`src/rtl/vc_icache_if.sv`:
```
// Fetch-side bundle between the CPU/QSPI controller and vc_icache.
interface vc_icache_if #(
  parameter int PA          = 22,
  parameter int LINE_LENGTH = 4
);
  localparam int OB = $clog2(LINE_LENGTH);

  logic [PA-1:0]    paddr;
  logic             fault;
  logic             flush;
  logic [3:0]       dread;
  logic             wstrobe_d;
  logic             hit;
  logic             pull;
  logic [PA-OB-1:0] tag;
  logic [15:0]      rdata;

  modport master (
    output paddr, fault, flush, dread, wstrobe_d,
    input  hit, pull, tag, rdata
  );

  modport slave (
    input  paddr, fault, flush, dread, wstrobe_d,
    output hit, pull, tag, rdata
  );
endinterface

```
`src/rtl/vc_icache.sv`:
```
// Direct-mapped flop-based instruction cache. Lines are filled one nibble per
// strobe from a transfer owned by the external QSPI controller.
module vc_icache #(
  parameter int PA          = 22,
  parameter int RV          = 16,
  parameter int LINE_LENGTH = 4,
  parameter int NLINES      = 4
) (
  input  logic       clk,
  input  logic       reset,
  vc_icache_if.slave bus
);
  localparam int OB = $clog2(LINE_LENGTH);
  localparam int IB = $clog2(NLINES);
  localparam int TW = PA - OB - IB;
  localparam int NN = 2 * LINE_LENGTH;
  localparam int CW = $clog2(NN);

  logic [NLINES-1:0][NN-1:0][3:0] data_q, data_d;
  logic [NLINES-1:0][TW-1:0]      tagreg_q, tagreg_d;
  logic [NLINES-1:0]              valid_q, valid_d;
  logic [IB-1:0]                  fill_idx_q, fill_idx_d;
  logic [CW-1:0]                  cnt_q, cnt_d;

  logic [IB-1:0] idx_s;
  logic [TW-1:0] ptag_s;
  logic [OB-1:0] off_s;
  logic [CW-1:0] nib_base_s;
  logic [IB-1:0] wr_idx_s;
  logic          hit_s;
  logic [RV-1:0] rdata_s;

  assign idx_s  = bus.paddr[OB+IB-1:OB];
  assign ptag_s = bus.paddr[PA-1:OB+IB];
  assign off_s  = bus.paddr[OB-1:0];

  // Nibble slot of the even byte of the addressed halfword; paddr[0] drops out.
  assign nib_base_s = {off_s, 1'b0} & ~CW'(2'd3);

  assign hit_s = !reset && valid_q[idx_s] && (tagreg_q[idx_s] == ptag_s);

  // Each byte is stored high nibble first, so the low byte sits in slots base/base+1.
  assign rdata_s = {data_q[idx_s][nib_base_s + CW'(2'd2)],
                    data_q[idx_s][nib_base_s + CW'(2'd3)],
                    data_q[idx_s][nib_base_s],
                    data_q[idx_s][nib_base_s + CW'(2'd1)]};

  assign bus.hit   = hit_s;
  assign bus.pull  = !hit_s && !bus.fault && !reset;
  assign bus.tag   = bus.paddr[PA-1:OB];
  assign bus.rdata = rdata_s;

  // Fill bookkeeping: abort, first-strobe latch, nibble store and line commit.
  always_comb begin
    data_d     = data_q;
    tagreg_d   = tagreg_q;
    valid_d    = valid_q;
    fill_idx_d = fill_idx_q;
    cnt_d      = cnt_q;
    wr_idx_s   = fill_idx_q;
    if (bus.flush || bus.fault) begin
      cnt_d = '0;
      if (bus.flush) begin
        valid_d = '0;
      end else begin
        valid_d = valid_q;
      end
    end else if (bus.wstrobe_d) begin
      if (cnt_q == '0) begin
        wr_idx_s         = idx_s;
        fill_idx_d       = idx_s;
        tagreg_d[idx_s]  = ptag_s;
        valid_d[idx_s]   = 1'b0;
      end else begin
        wr_idx_s = fill_idx_q;
      end
      data_d[wr_idx_s][cnt_q] = bus.dread;
      if (cnt_q == CW'(NN - 1)) begin
        valid_d[wr_idx_s] = 1'b1;
        cnt_d             = '0;
      end else begin
        cnt_d = cnt_q + CW'(1'b1);
      end
    end else begin
      cnt_d = cnt_q;
    end
  end

  // Control state: valid bits and nibble counter, cleared by reset.
  always_ff @(posedge clk) begin
    if (reset) begin
      valid_q <= '0;
      cnt_q   <= '0;
    end else begin
      valid_q <= valid_d;
      cnt_q   <= cnt_d;
    end
  end

  // Payload state: data, tags and fill index are only meaningful behind a valid bit.
  always_ff @(posedge clk) begin
    data_q     <= data_d;
    tagreg_q   <= tagreg_d;
    fill_idx_q <= fill_idx_d;
  end
endmodule

```
`src/flat_wrapper.sv`:
```
// flat-port wrapper written by rule: the top's interface ports become plain ports
module vc_icache_flat 
#(
  parameter int PA          = 22,
  parameter int RV          = 16,
  parameter int LINE_LENGTH = 4,
  parameter int NLINES      = 4
)
  (clk, reset, bus_paddr, bus_fault, bus_flush, bus_dread, bus_wstrobe_d, bus_hit, bus_pull, bus_tag, bus_rdata);
  vc_icache_if #(.PA(PA), .LINE_LENGTH(LINE_LENGTH)) bus_i ();
  input  logic clk;
  input  logic reset;
  input wire logic [$bits(bus_i.paddr)-1:0] bus_paddr;
  input wire logic [$bits(bus_i.fault)-1:0] bus_fault;
  input wire logic [$bits(bus_i.flush)-1:0] bus_flush;
  input wire logic [$bits(bus_i.dread)-1:0] bus_dread;
  input wire logic [$bits(bus_i.wstrobe_d)-1:0] bus_wstrobe_d;
  output wire logic [$bits(bus_i.hit)-1:0] bus_hit;
  output wire logic [$bits(bus_i.pull)-1:0] bus_pull;
  output wire logic [$bits(bus_i.tag)-1:0] bus_tag;
  output wire logic [$bits(bus_i.rdata)-1:0] bus_rdata;
  assign bus_i.paddr = bus_paddr;
  assign bus_i.fault = bus_fault;
  assign bus_i.flush = bus_flush;
  assign bus_i.dread = bus_dread;
  assign bus_i.wstrobe_d = bus_wstrobe_d;
  assign bus_hit = bus_i.hit;
  assign bus_pull = bus_i.pull;
  assign bus_tag = bus_i.tag;
  assign bus_rdata = bus_i.rdata;
  vc_icache #(.PA(PA), .RV(RV), .LINE_LENGTH(LINE_LENGTH), .NLINES(NLINES)) u_core (.clk(clk), .reset(reset), .bus(bus_i));
endmodule
```
`config.mk`:
```
export PLATFORM = sky130hd
export DESIGN_NAME = vc_icache_flat
export DESIGN_NICKNAME = d
export VERILOG_FILES = /design/src/rtl/vc_icache_if.sv /design/src/rtl/vc_icache.sv /design/src/flat_wrapper.sv
export SDC_FILE = /design/constraint.sdc
export NUM_CORES = 1
export LEC_CHECK = 0
export CAP_MARGIN = 20
export CORE_MARGIN = 4
export CORE_UTILIZATION = 47
export CTS_CLUSTER_SIZE = 28
export DETAILED_ROUTE_END_ITERATION = 16
export DONT_BUFFER_PORTS = 1
export GPL_TIMING_DRIVEN = 0
export PLACE_DENSITY = 0.72
export RECOVER_POWER = 100
export SYNTH_ARGS = -nofsm -noshare
export SYNTH_HDL_FRONTEND = slang
export SYNTH_SLANG_ARGS = --single-unit
```
`constraint.sdc`:
```
create_clock -name clk -period 3.5 [get_ports clk]
set_input_delay 0.875 -clock clk [delete_from_list [all_inputs] [get_ports clk]]
set_output_delay 0.875 -clock clk [all_outputs]
set_load 0.03 [all_outputs]
```
# == Word-level counts from Yosys, hierarchy flattened ==
# Cells that the tools add are included.
# word_totals
reg_bits,209
output_inout_bits,38
word_cells,114
inputBits,31
# op_classes
eq_ne,3
n_lt_le_gt_ge,10
reduce_logical,17
muxes,37
addsub,4
bitwise,4
# op_table
op,n
$bwmux W128,1
$bwmux W72,1
$bmux W32 S2,1
$demux W32 S2,1
$mux W32,2
$mux W4,13
$bmux W18 S2,1
$bmux W4 S3,3
$demux W18 S2,1
$mux W18,2
$lt A3 B4 Y1 const B,5
$eq A18 B18 Y1,1
$demux W4 S3,1
$logic_and A1 B1 Y1,7
$add A3 B1 Y3 const B,2
$add A3 B2 Y3 const B,2
$lt A2 B3 Y1 const B,2
$mux W2,3
$and A4 B4 Y4,1
$demux W1 S2,2
$ge A2 B1 Y1 const B,2
$not A4 Y4,1
$or A4 B4 Y4,1
$reduce_and A2 Y1,2
13 further kinds,17

# == Logic depth before layout (Yosys ltp) ==
# Gate-level depths: netlist of run 1.
# depth
word_depth,13
mapped_depth,8
depth_no_buf,8

# == Worst setup path after synthesis of run 1 ==
# OpenSTA, ideal clock, no wires.
# synth_timing
kind,input -> output
startpoint,input port bus_paddr[2]
endpoint,output port bus_hit
n_path_buf,2
setup_slack_ns,-0.404
arrival_time_ns,3.029
stages,6
required_ns,2.625
cell_sequence,buf_6 -> buf_12 -> mux4_2 -> xor2_1 -> or4_4 -> nor3_1
# synth_via
elab_chain_len,4
word_cells_on_any_way,7
cone_classes,eq/ne (1); mux (4); reduce/logical (2)
# synth_lines
element,line_no,source
"start, declared",flat_wrapper.sv:13,input wire logic [$bits(bus_i.paddr)-1:0] bus_paddr;
$bmux W18 S2 / $bmux W1 S2 (equally long branches),vc_icache.sv:40,assign hit_s = !reset && valid_q[idx_s] && (tagreg_q[idx_s] == ptag_s);
$mux W18 (not written as such) / $mux W1 (equally long branches),vc_icache.sv:40,
$eq A18 B18 Y1 / $logic_and A1 B1 Y1 (equally long branches),vc_icache.sv:40,
$logic_and A1 B1 Y1 *,vc_icache.sv:40,
"end, declared",flat_wrapper.sv:18,output wire logic [$bits(bus_i.hit)-1:0] bus_hit;
# Every way passes the cells marked *; elsewhere a longest branch is shown, timed or not. The select of a mux whose other input is x is not followed.

# == Worst setup path after layout of run 1 ==
# layout_timing
startpoint,input port bus_paddr[2]
endpoint,output port bus_pull
# layout_via
elab_chain_len,7
word_cells_on_any_way,10
cone_classes,eq/ne (1); mux (4); reduce/logical (5)
# layout_lines
element,line_no,source
$bmux W18 S2 / $bmux W1 S2 (equally long branches),vc_icache.sv:40,
$mux W18 (not written as such) / $mux W1 (equally long branches),vc_icache.sv:40,
$eq A18 B18 Y1 / $logic_and A1 B1 Y1 (equally long branches),vc_icache.sv:40,
$logic_and A1 B1 Y1 *,vc_icache.sv:40,
$logic_not A1 Y1 *,vc_icache.sv:49,assign bus.pull = !hit_s && !bus.fault && !reset;
$logic_and A1 B1 Y1 * (2 in a row),vc_icache.sv:49,
"end, declared",flat_wrapper.sv:19,output wire logic [$bits(bus_i.pull)-1:0] bus_pull;
# Marks and branches as above.

==> out/qor.yml, run 1 <==
nFillCells: 1319
synth_edf_count: 202
area_growth_pct: 13.0
hold_viol: 0
failed_checks: "negative setup slack"
antenna_left: 0
synth.top_cell.area_share_pct: 71.6
dpl.hpwl_um: 10100
die-area_sq_um: 20200
drc: 0
final_nets: 497
clock-sinks: 209
p_leak_nw: 3.02
worst_slew_pin_slew_ns: 1.20
start_util_pct: 48.5
clock_path_buffers: 3
dr.pass1.iters: 4
status: "complete, but fails checks"
rows: 48
drv_slew: 0
worstSkewPairLatency_ns: 0.49
crit_required_ns: 2.62
syn_nets: 464
slew_headroom_pct: 20.1
synthTopCellsByCount: "202 x edfxtp_1, 43 x nor2_1, 40 x mux4_2"
clkTransAtPathRegs_ns: 0.07
yosys_most_used_dff: "edfxtp_1"
gp_congestion: 0.756
fin_util_pct: 54.8
worstPathArrival_ns: 2.81
die_h_um: 142
antennaDiodeCount: 0
first_global_vias: 4354
finalCriticalPeriod_ns: 3.69
drt_iter0_drc: 279
antenna_found_initial: 0
synth_warnings: 0
via_count: 3959
p_per_area_nw_per_um2: 561
synthDistinctLibCells: 33
vias_per_cell: 5.62
grt_pass1_wl_um: 24500
synth_area_leaders: "edfxtp_1 72%, mux4_2 11%, mux4_1 2.8%"
place_ws_ns: -0.655
fin_crit_sh_pct: 105
routedWlPerCell_um: 21.9
cp-start-kind: "input pin"
critPathKind: "input pin to primary output"
avgSynthCellArea_sq_um: 19.7
core_area_sq_um: 17500
setup_violations: 2
globalRoute.totalOverflow: 0
drv_cap: 0
routed_wl_um: 15400
rsz0062_at_grt: "yes"
fmaxAchievable_mhz: 271
synth_seq_area_share_pct: 73.2
critPathMaxFanout: 8
syn-cell-area_sq_um: 8470
hold_buffers: 0
fin_ws_ns: -0.187
hold_ws_ns: 0.449
die_w_um: 142
cp-end-kind: "primary output"
io_buffers: 0
root_buffer: "clkbuf_16"
grt_max_degree: 33
synth_top_area_cell: "edfxtp_1"
cts_tree: "built"
ys_ff_latch: 209
fin_skew_ns: 0.00903
synthCells: 430
h-tree-depth: 1
drive_gt1_share_pct: 24.2
hold_class: "input pin to flop"
p_total_mw: 5.37
synth_async_sr_flop_share_pct: 0
track_usage_pct: 15.8
synth.most_common_cell: "edfxtp_1"
vdd_drop_max_uv: 407
ioPinCount: 69
cts_buffers: 22
==> area by class of cell <==
cell class	count	area (sq um)	share of cell area (%)
buffer	33	190	1.99
clock inverter	7	98.8	1.03
timing repair buffer	10	97.6	1.02
tap	225	282	2.94
clock buffer	33	643	6.72
sequential	209	6210	64.8
multi-input combinational	179	2030	21.2
inverter	8	30.0	0.314
==> report_power, final <==
part | internal, mW | switching (mW)
logic | 0.113 | 0.159
clock network | 1.43 | 0.912
registers | 2.76 | 0.00338
==> cells by family after synthesis <==
logic type	Yosys count	share of synthesized area, %
multiplexers	71	16.3
adder cells (fa/ha/maj)	3	0.443
flip-flops	209	73.2
XOR/XNOR	21	2.17
AND/OR/NAND/NOR	77	4.05
buffers and inverters	42	3.07
AO/OA/AOI/OAI	7	0.768
==> worst paths after layout <==
kind | startpoint | to | slack [ns] | cells past startpoint
min | reset | u_core.valid_q[3] | 0.45 | 1
min reg2reg | u_core.cnt_q[2] | u_core.cnt_q[2] | 0.58 | 2
max | bus_paddr[2] | bus_pull | -0.19 | 7
max reg2reg | u_core.cnt_q[2] | u_core.tagreg_q[23] | 0.38 | 4
==> registers in the layout, summed over array words and instances (netlist names) <==
register           flops
u_core.tagreg_q       72
u_core.fill_idx_q      2
u_core.data_q        128
u_core.valid_q         4
u_core.cnt_q           3
==> layer usage <==
metal / wire, um / GRT usage (%) / vias to the layer above / share of wire (%)
met4: 304 / 4.80 / 0 / 2.0
met1: 6200 / 20.5 / 2049 / 40
met2: 7940 / 26.5 / 119 / 51
met5: 0 / 0 / - / 0
met3: 1000 / 4.07 / 24 / 6.5
li1: - / - / 1767 / -
==> through the flow <==
| stage | setup TNS, ns | cells | area [sq um] |
|---|---|---|---|
| floorplan | -0.0874 | 430 | 8500 |
| global placement | -52.35 | 655 | 8780 |
| detailed placement | -11.85 | 659 | 8880 |
| CTS | -1.37 | 704 | 9730 |
| global route | -0.436 | 704 | 9570 |
| finish | -0.325 | 704 | 9570 |
==> worst max-delay path, cell delays in order <==
cell and delay, ns:
buf_12 0.10, buf_12 0.13, mux4_2 0.52, xnor2_2 0.16, nand4_1 0.10, or4_4 0.47
o31a_1 0.44
==> cells in the final DEF (no fill, tap or decap), types with 2 or more instances in the layout <==
cell type / n
xor2_1: 6
nor2_1: 43
dfxtp_1: 7
buf_2: 3
edfxtp_1: 202
mux4_2: 43
nand3_1: 3
o32ai_1: 3
buf_12: 3
clkbuf_2: 4
nand2_1: 16
clkbuf_1: 30
nor3b_1: 3
o32a_1: 3
clkbuf_8: 3
ha_1: 3
buf_6: 2
or4_4: 2
clkinvlp_4: 3
mux2i_1: 6
buf_4: 4
xnor2_1: 13
nand4_1: 2
clkbuf_16: 23
mux2_2: 16
bufinv_16: 2
inv_1: 8
xnor2_2: 2
mux4_1: 6
==> what timing repair did <==
action                     CTS  global route
setup endpoints to repair   18            18
gates cloned                 1             0
pin swaps                    4             1
setup buffers                4             0
gates resized for setup     14             7
Note: power is estimated with default switching activity, not from simulation.
==> run 2: changes to the inputs <==
Settings changed: CELL_PAD_IN_SITES_DETAIL_PLACEMENT set to 1, CELL_PAD_IN_SITES_GLOBAL_PLACEMENT set to 1, CORE_UTILIZATION 47 to 49, PLACE_DENSITY 0.72 to 0.82.
==> run 2 against run 1 <==
The flow finishes with violations (max-capacitance violations, max-slew violations, negative setup slack). Total power is 0.41% lower. Cell count is 0.71% lower. Worst hold slack better by 0.0010 ns. Sequential share of layout area is 0.10 points higher. First-iteration DRC count is 21% lower. Die area is 3.9% lower. Critical endpoint unchanged. Largest cell class unchanged.
==> out/qor.yml, run 2 (synthesized netlist as in run 1, its figures left out) <==
grt_pass1_wl_um: 27500
cts_tree: "built"
final_nets: 500
root_buffer: "clkbuf_16"
top_register: "u_core.data_q"
drv_slew: 10
layout_commonest_cell: "edfxtp_1"
critPathMaxStageDelay_ns: 0.52
fin_crit_sh_pct: 105
cp-start-kind: "input pin"
cp_cell_sequence: "buf_16, buf_12, mux4_2, xnor2_2, nand4_1, or4_4, o31a_1"
cts_buffers: 23
first_global_vias: 4661
fin_skew_ns: 0.00641
h-tree-depth: 1
dr.pass1.iters: 4
worst-path-buf-inv: 2
final_cell_mix: "202 x edfxtp_1, 43 x nor2_1, 43 x mux4_2"
nFillCells: 1467
p_per_area_nw_per_um2: 560
core_area_sq_um: 16800
drive_gt1_share_pct: 23.6
vdd_drop_max_uv: 402
hold_class: "input pin to flop"
io_buffers: 0
critPathKind: "input pin to primary output"
status: "complete, but fails checks"
die_h_um: 140
globalRoute.totalOverflow: 0
p_total_mw: 5.35
fmaxAchievable_mhz: 271
slew_headroom_pct: -3.80
worst_slew_pin_slew_ns: 1.55
crit_slowest_cell: "mux4_2"
critical-path-top-delay-family: "simple AND/OR/NAND/NOR gates"
worstSkewPairLatency_ns: 0.50
drt_iter0_drc: 221
clock-sinks: 209
largest_register_ffs: 128
finalCriticalPeriod_ns: 3.68
gp_congestion: 0.762
rsz0062_at_grt: "yes"
antenna_found_initial: 0
antennaDiodeCount: 0
drc: 0
grt_max_degree: 33
dpl.hpwl_um: 11700
setup_violations: 18
hold_buffers: 0
clock_path_buffers: 3
start_util_pct: 50.6
hold_viol: 0
antenna_left: 0
routedWlPerCell_um: 25.1
routed_wl_um: 17500
track_usage_pct: 18.4
rows: 47
p_leak_nw: 3.03
area_growth_pct: 12.8
vias_per_cell: 5.78
worstPathArrival_ns: 2.81
ioPinCount: 69
die_w_um: 140
failed_checks: "max-capacitance violations, max-slew violations, negative setup slack"
reg_top3: "u_core.data_q: 128 flops, u_core.tagreg_q: 72 flops, u_core.valid_q: 4 flops"
fin_util_pct: 57.0
via_count: 4043
drv_cap: 1
crit_required_ns: 2.62
fin_ws_ns: -0.185
cp-end-kind: "primary output"
critPathMaxFanout: 5
place_ws_ns: -0.769
clkTransAtPathRegs_ns: 0.05
die-area_sq_um: 19500
## run 2: cell count changes in the layout (fill, tap and decap cells not counted)
cell	before	now
buf_12	3	2
buf_16	1	3
buf_4	4	5
buf_6	2	0
buf_8	1	0
bufinv_16	2	3
clkbuf_2	4	7
clkbuf_8	3	0
clkinv_1	0	3
clkinv_2	1	2
clkinvlp_4	3	0
inv_8	1	0
## run 2: area by class of cell
cell class | instances | area (sq um) | share of cell area (%)
sequential | 209 | 6210 | 64.9
multi-input combinational | 179 | 2030 | 21.2
clock buffer | 30 | 602 | 6.30
tap | 220 | 275 | 2.88
buffer | 34 | 191 | 2.00
timing repair buffer | 11 | 116 | 1.22
clock inverter | 8 | 111 | 1.17
inverter | 8 | 30.0 | 0.314
## run 2: final timing paths
check,endpoint,slack [ns],start,depth (start not counted)
worst max-delay path,bus_pull,-0.18,bus_paddr[2],7
worst min-delay path,u_core.valid_q[2],0.45,reset,1
worst max register to register,u_core.valid_q[2],0.31,u_core.cnt_q[2],6
worst min register to register,u_core.cnt_q[2],0.60,u_core.cnt_q[2],2
## run 2: per-layer routing
layer | track usage, % | part of all wire [%] | routed length, um | vias to the layer above
met3 | 3.95 | 5.3 | 924 | 32
met5 | 0 | 0 | 0 | -
met4 | 4.94 | 2.5 | 436 | 0
li1 | - | - | - | 1773
met2 | 34.1 | 55 | 9580 | 115
met1 | 21.8 | 38 | 6590 | 2123
## run 2: report_power, final
| part | switching, mW | leakage (nW) | internal [mW] | total [mW] |
|---|---|---|---|---|
| Combinational | 0.165 | 0.810 | 0.115 | 0.281 |
| Sequential | 0.00391 | 1.88 | 2.76 | 2.76 |
| Clock | 0.888 | 0.347 | 1.42 | 2.31 |
## run 2: timing repair
item	in CTS	in global routing
gates resized for setup	13	5
pin swaps	3	2
buffers inserted	3	0
endpoints found under the setup margin	18	18
endpoints found under the hold margin	0	0
cloned	2	0
## run 2: metrics by stage
step | hold WS (ns) | cells | area [sq um] | TNS, ns
after floorplan | 0.516 | 430 | 8500 | -0.0874
after global placement | 0.540 | 650 | 8770 | -52.93
after detailed placement | 0.583 | 654 | 8860 | -12.59
after CTS | 0.431 | 697 | 9680 | -2.56
after global routing | 0.433 | 699 | 9560 | -3.07
final | 0.450 | 699 | 9560 | -1.24
